--- config.mk ---
export PLATFORM = sky130hd
export DESIGN_NAME = ppe_dispatch_sched
export DESIGN_NICKNAME = d
export VERILOG_FILES = /design/src/rtl/ppe_dispatch_sched_pkg.sv /design/src/rtl/ppe_dispatch_sched_credit.sv /design/src/rtl/ppe_dispatch_sched.sv
export SDC_FILE = /design/constraint.sdc
export NUM_CORES = 1
export LEC_CHECK = 0
export CAP_MARGIN = 10
export CORE_UTILIZATION = 50
export CTS_CLUSTER_SIZE = 28
export DETAILED_ROUTE_END_ITERATION = 12
export PLACE_DENSITY = 0.77
export SETUP_SLACK_MARGIN = 0.1
export SLEW_MARGIN = 10
export SYNTH_ARGS = -nofsm -noshare
export SYNTH_HDL_FRONTEND = slang
export SYNTH_SLANG_ARGS = --single-unit
--- constraint.sdc ---
create_clock -name clk_i -period 3 [get_ports clk_i]
set_clock_uncertainty 0.1 [all_clocks]
set_input_delay 0.3 -clock clk_i [delete_from_list [all_inputs] [get_ports clk_i]]
set_output_delay 0.3 -clock clk_i [all_outputs]
set_load 0.02 [all_outputs]
--- src/rtl/ppe_dispatch_sched_pkg.sv ---
// Packet format and opcodes shared by the PPE, the combining PE and this dispatcher.
package ppe_dispatch_sched_pkg;

  localparam int PKT_W      = 30;
  localparam int ADDR_START = 29;
  localparam int ADDR_END   = 26;
  localparam int OPCODE     = 25;
  localparam int DATA_START = 24;
  localparam int DATA_END   = 0;
  localparam int DATA_W     = DATA_START - DATA_END + 1;
  localparam int DEST_W     = ADDR_START - ADDR_END + 1;

  typedef enum logic {
    WEIGHT = 1'b0,
    INPUT  = 1'b1
  } opcode_e;

  typedef logic [PKT_W-1:0] pkt_t;

  function automatic pkt_t make_pkt(input logic [DEST_W-1:0] dest, input opcode_e op,
                                    input logic [DATA_W-1:0] data);
    pkt_t p;
    p = '0;
    p[ADDR_START:ADDR_END] = dest;
    p[OPCODE]              = op;
    p[DATA_START:DATA_END] = data;
    return p;
  endfunction

endpackage

--- src/rtl/ppe_dispatch_sched_credit.sv ---
// Up/down credit counter tracking outputs in flight; err latches a completion seen with nothing outstanding.
module ppe_credit_ctr #(
  parameter int MAX_OUTSTANDING = 2,
  parameter int CR_W            = $clog2(MAX_OUTSTANDING + 1)
) (
  input  logic            clk_i,
  input  logic            reset_i,
  input  logic            clr_i,
  input  logic            inc_i,
  input  logic            dec_i,
  output logic [CR_W-1:0] credits_o,
  output logic            err_o
);

  localparam logic [CR_W-1:0] CR_MAX = CR_W'(MAX_OUTSTANDING);

  logic [CR_W-1:0] cnt_q, cnt_d;
  logic            err_q, err_d;

  always_comb begin
    cnt_d = cnt_q;
    err_d = err_q | (dec_i && !inc_i && (cnt_q == '0));
    if (clr_i) begin
      cnt_d = '0;
    end else if (inc_i && !dec_i) begin
      if (cnt_q != CR_MAX) cnt_d = cnt_q + 1'b1;
    end else if (dec_i && !inc_i) begin
      if (cnt_q != '0) cnt_d = cnt_q - 1'b1;
    end
  end

  always_ff @(posedge clk_i) begin
    if (reset_i) begin
      cnt_q <= '0;
      err_q <= 1'b0;
    end else begin
      cnt_q <= cnt_d;
      err_q <= err_d;
    end
  end

  assign credits_o = cnt_q;
  assign err_o     = err_q;

endmodule

--- src/rtl/ppe_dispatch_sched.sv ---
// Streams kernel rows as WEIGHT packets, then per-output ifmap windows as INPUT packets,
// throttled by credits returned through sum_done.
module ppe_dispatch_sched
  import ppe_dispatch_sched_pkg::*;
#(
  parameter int FILTER_SIZE     = 5,
  parameter int IFMAP_SIZE      = 25,
  parameter int MAX_OUTSTANDING = 2
) (
  input  logic                                      clk_i,
  input  logic                                      reset_i,
  input  logic                                      start_i,
  output logic                                      pkt_valid_o,
  input  logic                                      pkt_ready_i,
  output logic [29:0]                               pkt_data_o,
  output logic                                      w_rd_en_o,
  output logic [$clog2(FILTER_SIZE*FILTER_SIZE)-1:0] w_addr_o,
  input  logic [7:0]                                w_rdata_i,
  output logic                                      if_rd_en_o,
  output logic [$clog2(IFMAP_SIZE)-1:0]             if_addr_o,
  input  logic [IFMAP_SIZE-1:0]                     if_rdata_i,
  input  logic                                      sum_done_i,
  output logic                                      busy_o,
  output logic                                      done_o,
  output logic                                      err_o
);

  localparam int OUTPUT_DIM = IFMAP_SIZE - FILTER_SIZE + 1;
  localparam int WA_W = $clog2(FILTER_SIZE * FILTER_SIZE);
  localparam int IA_W = $clog2(IFMAP_SIZE);
  localparam int CR_W = $clog2(MAX_OUTSTANDING + 1);
  localparam int R_W  = $clog2(FILTER_SIZE + 1);
  localparam int O_W  = $clog2(OUTPUT_DIM + 1);

  localparam logic [R_W-1:0]  R_LAST = R_W'(FILTER_SIZE - 1);
  localparam logic [O_W-1:0]  O_LAST = O_W'(OUTPUT_DIM - 1);
  localparam logic [CR_W-1:0] CR_MAX = CR_W'(MAX_OUTSTANDING);

  typedef enum logic [3:0] {
    IDLE, W_RD_LO, W_RD_HI, W_SEND, I_RD, I_CAP, I_SEND, DRAIN, DONE
  } state_e;

  state_e          state_q, state_d;
  logic [R_W-1:0]  r_q, r_d;
  logic [R_W-1:0]  c_q, c_d;
  logic [O_W-1:0]  ox_q, ox_d, oy_q, oy_d;
  logic [7:0]      lo_q, lo_d;
  pkt_t            pkt_q, pkt_d;
  logic            pkt_valid_q, pkt_valid_d;

  logic            cr_clr, cr_inc;
  logic [CR_W-1:0] credits;
  logic            xfer;
  logic            has_hi;
  logic [7:0]      hi_byte;
  logic [IFMAP_SIZE-1:0]  row_sh;
  logic [FILTER_SIZE-1:0] window;

  assign xfer    = pkt_valid_q && pkt_ready_i;
  assign has_hi  = (int'(c_q) + 1) < FILTER_SIZE;
  assign hi_byte = has_hi ? w_rdata_i : 8'd0;
  assign row_sh  = if_rdata_i >> ox_q;
  assign window  = row_sh[FILTER_SIZE-1:0];

  always_comb begin
    state_d     = state_q;
    r_d         = r_q;
    c_d         = c_q;
    ox_d        = ox_q;
    oy_d        = oy_q;
    lo_d        = lo_q;
    pkt_d       = pkt_q;
    pkt_valid_d = pkt_valid_q;
    cr_clr      = 1'b0;
    cr_inc      = 1'b0;
    w_rd_en_o   = 1'b0;
    w_addr_o    = '0;
    if_rd_en_o  = 1'b0;
    if_addr_o   = '0;

    case (state_q)
      IDLE: begin
        if (start_i) begin
          r_d     = '0;
          c_d     = '0;
          ox_d    = '0;
          oy_d    = '0;
          cr_clr  = 1'b1;
          state_d = W_RD_LO;
        end
      end
      W_RD_LO: begin
        w_rd_en_o = 1'b1;
        w_addr_o  = WA_W'(int'(r_q) * FILTER_SIZE + int'(c_q));
        state_d   = W_RD_HI;
      end
      W_RD_HI: begin
        lo_d = w_rdata_i;
        if (has_hi) begin
          w_rd_en_o = 1'b1;
          w_addr_o  = WA_W'(int'(r_q) * FILTER_SIZE + int'(c_q) + 1);
        end
        state_d = W_SEND;
      end
      W_SEND: begin
        // First cycle here is the one where the high byte read returns.
        if (!pkt_valid_q) begin
          pkt_d       = make_pkt(DEST_W'(r_q), WEIGHT, DATA_W'({hi_byte, lo_q}));
          pkt_valid_d = 1'b1;
        end else if (pkt_ready_i) begin
          pkt_valid_d = 1'b0;
          state_d     = W_RD_LO;
          if ((int'(c_q) + 2) >= FILTER_SIZE) begin
            c_d = '0;
            if (r_q == R_LAST) begin
              r_d     = '0;
              state_d = I_RD;
            end else begin
              r_d = r_q + 1'b1;
            end
          end else begin
            c_d = c_q + R_W'(2);
          end
        end
      end
      I_RD: begin
        if (!((r_q == '0) && (credits == CR_MAX))) begin
          if_rd_en_o = 1'b1;
          if_addr_o  = IA_W'(int'(oy_q) + int'(r_q));
          state_d    = I_CAP;
        end
      end
      I_CAP: begin
        pkt_d       = make_pkt(DEST_W'(r_q), INPUT, DATA_W'(window));
        pkt_valid_d = 1'b1;
        state_d     = I_SEND;
      end
      I_SEND: begin
        if (xfer) begin
          pkt_valid_d = 1'b0;
          state_d     = I_RD;
          if (r_q == R_LAST) begin
            cr_inc = 1'b1;
            r_d    = '0;
            if (ox_q == O_LAST) begin
              ox_d = '0;
              if (oy_q == O_LAST) begin
                oy_d    = '0;
                state_d = DRAIN;
              end else begin
                oy_d = oy_q + 1'b1;
              end
            end else begin
              ox_d = ox_q + 1'b1;
            end
          end else begin
            r_d = r_q + 1'b1;
          end
        end
      end
      DRAIN: begin
        if (credits == '0) state_d = DONE;
      end
      DONE: state_d = IDLE;
      default: state_d = IDLE;
    endcase
  end

  always_ff @(posedge clk_i) begin
    if (reset_i) begin
      state_q     <= IDLE;
      r_q         <= '0;
      c_q         <= '0;
      ox_q        <= '0;
      oy_q        <= '0;
      lo_q        <= '0;
      pkt_q       <= '0;
      pkt_valid_q <= 1'b0;
    end else begin
      state_q     <= state_d;
      r_q         <= r_d;
      c_q         <= c_d;
      ox_q        <= ox_d;
      oy_q        <= oy_d;
      lo_q        <= lo_d;
      pkt_q       <= pkt_d;
      pkt_valid_q <= pkt_valid_d;
    end
  end

  ppe_credit_ctr #(
    .MAX_OUTSTANDING(MAX_OUTSTANDING),
    .CR_W           (CR_W)
  ) u_credit (
    .clk_i    (clk_i),
    .reset_i  (reset_i),
    .clr_i    (cr_clr),
    .inc_i    (cr_inc),
    .dec_i    (sum_done_i),
    .credits_o(credits),
    .err_o    (err_o)
  );

  assign pkt_valid_o = pkt_valid_q;
  assign pkt_data_o  = pkt_q;
  assign busy_o      = (state_q != IDLE);
  assign done_o      = (state_q == DONE);

endmodule

# Word-level counts from Yosys, hierarchy flattened
# Index checks and enable logic that the tools add are counted.
word_totals:
  rom_bits: 0
  word_cells: 135
  register_bits: 62
  inputBits: 38
  ram_bits: 0
  n_memories: 0
  out_inout_bits: 46
  latchBits: 0
op_classes:
  mux: 57
  n_mul: 1
  bitwise: 1
  addsub: 11
  shifts: 1
  eq_ne: 24
  n_reduce_logical: 28
  n_div: 0
  magnitude_cmp: 2
op_table:
  columns: ["cell", "n"]
  rows:
  - ["$pmux W30 S2", 1]
  - ["$mux W5", 11]
  - ["$mux W3", 11]
  - ["$pmux W4 S8", 1]
  - ["$mux W30", 1]
  - ["$pmux W5 S2", 3]
  - ["$shr A25 B5 Y5", 1]
  - ["$mux W4", 6]
  - ["$ne A2 B2 Y1 const B", 12]
  - ["$eq A4 B3 Y1 const B", 4]
  - ["$add A5 B1 Y5 const B", 3]
  - ["$mux W2", 7]
  - ["$reduce_and A6 Y1", 2]
  - ["$reduce_bool A2 Y1", 6]
  - ["$mux W1", 11]
  - ["$add A5 B3 Y5", 2]
  - ["$eq A5 B5 Y1 const B", 2]
  - ["$pmux W3 S3", 1]
  - ["$eq A4 B2 Y1 const B", 2]
  - ["$mux W8", 1]
  - ["$reduce_and A4 Y1", 2]
  - ["$pmux W3 S2", 1]
  - ["$reduce_bool A3 Y1", 2]
  - ["$logic_and A1 B1 Y1", 5]
  - ["25 further kinds", 27]

# Logic depth before layout (Yosys ltp)
logic_depth:
  depth_word: 8
  depth_mapped: 9
  depth_no_buf: 8

# By module
# From an unflattened synthesis, not the netlist that was laid out.
unflattened:
  cells_unflattened: 457
  area_unflattened_um2: 3978.8
modules_own_cells:
  columns: ["mod", "area_each_um2", "seq_area_each_um2", "n_inst", "cells_each"]
  rows:
  - ["ppe_dispatch_sched", 3804.9, 960.9, 1, 436]
  - ["ppe_credit_ctr", 173.9, 60.1, 1, 21]

# Worst setup path after synthesis
# Ideal clock, no wire load.
synth_timing:
  path_kind: "register to output"
  from: "reg r_q[2]"
  to: "out w_addr_o[4]"
  setup_slack_ps: 147
  n_path_buf: 0
  path_stages_with_launch: 8
  required_ps: 2600
  t_arrival_ps: 2453
  cell_sequence: "dfxtp_1 -> ha_1 -> ha_1 -> fa_1 -> xor2_1 -> nand3_1 -> or3_1 -> a21oi_1"
synth_between:
  elab_chain_len: 5
synth_lines:
  columns: ["element", "line_no", "rtl"]
  rows:
  - ["from (decl)", "ppe_dispatch_sched.sv:44", "logic [R_W-1:0] r_q, r_d;"]
  - ["from (signal assigned)", "ppe_dispatch_sched.sv:181", "r_q <= r_d;"]
  - ["$mul A3 B3 Y5 *", "ppe_dispatch_sched.sv:94, ppe_dispatch_sched.sv:101", null]
  - ["$add A5 B3 Y5 *", "ppe_dispatch_sched.sv:94, ppe_dispatch_sched.sv:101", null]
  - ["$add A5 B1 Y5", "ppe_dispatch_sched.sv:101", "w_addr_o = WA_W'(int'(r_q) * FILTER_SIZE + int'(c_q) + 1);"]
  - ["$mux W5", "ppe_dispatch_sched.sv:99", "if (has_hi) begin"]
  - ["$pmux W5 S2 *", "ppe_dispatch_sched.sv:81", "case (state_q)"]
  - ["to (decl)", "ppe_dispatch_sched.sv:17", "output logic [$clog2(FILTER_SIZE*FILTER_SIZE)-1:0] w_addr_o,"]
# Mark *: on every way between the ends. The rest lies on a longest branch, timed or not.

# Worst setup path after layout
# Same ends and word-level chain as after synthesis.

==> out/qor.csv <==
stage,metric,value,unit
routing,WL final,8910,um
global_route,vias in the first global route,3154,
synthesis,top post-synthesis cells by area,"dfxtp_1, mux4_2, ha_1",
synthesis,Post-synth EDFFs,0,
clock_tree,CTS tree,built,
sta,setup ws final,115,ps
setup_path,Critical Path Max Stage Delay,430,ps
routing,routed vias,3439,
setup_path,crit-path cells,ha_4 > ha_4 > fa_1 > xor2_1 > nand3_1 > or3_1 > a21oi_2 > buf_4,
sta,final slew viol count,0,
final_layout,fin area,4760,um2
outcome,status,"complete, no violations",
sta,RSZ-0062 raised after global routing,true,
power_and_ir_drop,internal power,1580,uW
synthesis,"Seq/Total Area, Yosys",0.270,
hold_path,Hold Startpoint,pkt_data_o[15],
place,placed insts,604,
floorplanning,Die Width,89.0,um
place,post-place instance area,4640,um2
sta,worst-margin pin slew,825,ps
floorplanning,# rows,31,
setup_path,crit path kind,register to output port,
final_layout,ANT cells,0,
place,detailed placement HPWL,6770,um
setup_path,Reg2Reg Setup Slack,820,ps
sta,Max Clock Freq,0.347,GHz
setup_path,R2R Path End,oy_q[2],
synthesis,#FFs+latches synth,51,
synthesis,"Primary FF master, synth",dfxtp_1,
power_and_ir_drop,Pleak,0.00178,uW
power_and_ir_drop,Peak VDD IR,394,uV
place,DP Worst Slack,-131,ps
sta,minimum clock period,2890,ps
setup_path,FF-to-FF Start,ox_q[1],
global_route,first-pass GRT wire length,14600,um
synthesis,Mapped Cells,437,
synthesis,Avg Inst Size Synth,8.67,um2
hold_path,Hold Path Sink,pkt_data_o[15],
setup_path,worst-case reg-to-reg path depth,7,
setup_path,crit path capture type,output port,
setup_path,CP most frequent cell,ha_4,
clock_tree,clk root buf,clkbuf_8,
floorplanning,Placeable Area,7290,um2
floorplanning,Initial Util,0.519,
routing,drt via density,5.61,
clock_tree,Sink Count,51,
job,max-cap check violation count,0,
final_layout,most frequent cells in the layout,"nand2_1, clkdlybuf4s50_1, dfxtp_1",
place,Port Buffer Count,73,
sta,Tcrit/Tclk final,0.962,
synthesis,Async SR Flop Fraction,0,
power_and_ir_drop,Comb power frac,0.521,
setup_path,critical path arrival,2490,ps
global_route,initial antenna violation count,0,
synthesis,YS warnings,0,
place,Final GP Congestion,0.835,
routing,DR iter-0 viols,189,
hold_path,Hold Crit Depth,2,
final_layout,Area Growth Syn to Fin,25.8,%
global_route,largest net degree at the start of global routing,28,
global_route,gr usage total,0.237,
routing,drt pass-1 iters,4,
sta,setup violators final,0,
clock_tree,H-tree depth,2,
clock_tree,Num CTS Buffers,5,
hold_path,Hold Path Class,register to register,
routing,antenna-violating nets left,0,
floorplanning,die area,7930,um2
setup_path,Levels on crit path,8,
sta,"Hold Vio Cnt, Final",0,
power_and_ir_drop,Flop pwr share,0.323,
clock_tree,Max clock buf depth,2,
final_layout,# fillers,610,
synthesis,Mapped Area,3790,um2
setup_path,Worst Path Max Fanout,2,
final_layout,Layout Nets,574,
power_and_ir_drop,Tot Pwr,2670,uW
routing,detailed-route DRC error count,0,
setup_path,Buffers & Inverters on Critical Path,1,
setup_path,cell family with most CP delay,adder cells,
clock_tree,"CTS clk-pin slew, worst paths",100,ps
power_and_ir_drop,PwrDens,560,nW/um2
floorplanning,Ports,84,
floorplanning,Die Span Y,89.0,um
final_layout,"commonest non-fill, non-tap cell in the layout",nand2_1,
clock_tree,CTS hold repair buffers,0,
routing,average wire per standard cell,14.5,um
final_layout,Post-Layout Cell Count,613,
power_and_ir_drop,Psw,1080,uW
global_route,total gr overflow,0,
synthesis,Synth top area share,0.270,
setup_path,Required @ worst endpoint,2600,ps
power_and_ir_drop,switching share of total power,0.407,
synthesis,Unique masters post-synth,65,
setup_path,slowest CP cell,fa_1,
final_layout,proportion of layout cells with a drive suffix above 1,0.140,
setup_path,startpoint types,register,
sta,Rel. slew slack,0.446,
synthesis,Yosys top cell by area,dfxtp_1,
clock_tree,Worst-Skew Late Latency,310,ps
power_and_ir_drop,clock power share,0.156,
## final cells by class
type | instances | area, um2 | share of cell area
Multi-Input combinational cell | 349 | 2590 | 0.544
Sequential cell | 51 | 1020 | 0.215
Timing Repair Buffer | 94 | 887 | 0.186
Tap cell | 99 | 124 | 0.0260
Clock buffer | 5 | 68.8 | 0.0144
Inverter | 12 | 45.0 | 0.00945
Clock inverter | 3 | 23.8 | 0.00499
## kinds of logic after synthesis
family,synth area share
buffers and inverters,0.0654
flip-flops,0.270
AO/OA/AOI/OAI,0.153
AND/OR/NAND/NOR,0.229
other,0.000990
adder cells (fa/ha/maj),0.0799
XOR/XNOR,0.0347
multiplexers,0.168
## power by group through the flow
stage / combinational (uW) / sequential, uW / clock, uW
global placement: 1360 / 871 / 0
detailed placement: 1380 / 875 / 0
finish: 1390 / 862 / 417
global route: 1520 / 876 / 460
floorplan: 940 / 894 / 0
CTS: 1380 / 860 / 423
## layer usage
| layer | track usage | wire length, um |
|---|---|---|
| met2 | 0.390 | 4250 |
| met3 | 0.0480 | 431 |
| met4 | 0.0765 | 123 |
| met1 | 0.316 | 4100 |
| met5 | 0 | 0 |
## worst min-delay path, stage by stage, from the launching register on
cell	delay, ps
dfxtp_1	320
nand2_1	50
a21oi_1	50
## cells in the mapped netlist, types with 3 or more instances
cell type,instances
clkbuf_1,10
nand3_1,24
nand2_1,66
mux2i_1,13
and2_1,6
a21o_1,3
o21ai_0,5
o211ai_1,5
nand3b_1,3
buf_4,12
or3_1,5
nor2_1,33
inv_1,10
dfxtp_1,51
a21boi_0,3
xnor2_1,10
buf_2,9
a211oi_1,5
a2111oi_0,3
nand4_1,5
mux4_2,21
ha_1,21
nand2b_1,9
mux2_2,3
xor2_1,5
a21oi_1,36
nor3_1,6
nor2b_1,3
a31oi_1,4
## state kept, by name, summed over array words and instances, names as in the netlist
register	flops
pkt_data_o	20
lo_q	8
ox_q	5
oy_q	5
state_q	4
r_q	3
c_q	2
u_credit.credits_o	2
pkt_valid_o	1
u_credit.err_o	1
## per-stage QoR
stage	util	hold WS [ps]	setup TNS, ps
after detailed placement	0.636	342	-154
after CTS	0.650	357	0
final	0.653	356	0
after global routing	0.653	378	-1.30
after global placement	0.636	338	-97.5
after floorplan	-	332	0
## worst max-delay path by stage
stage | startpoint | end | slack [ps]
6_report | r_q[2] | w_addr_o[4] | 110
4_1_cts | r_q[2] | w_addr_o[4] | 10
3_3_place_gp | r_q[0] | w_addr_o[4] | -100
2_1_floorplan | r_q[2] | w_addr_o[4] | 150
5_1_grt | r_q[2] | w_addr_o[4] | -1
3_5_place_dp | r_q[0] | w_addr_o[4] | -130
## repair_timing
item	in CTS	in global routing
setup endpoints to repair	9	7
pin swaps	3	3
setup buffers	1	0
resized for setup	16	14
Power figures use the tool's default switching activity.
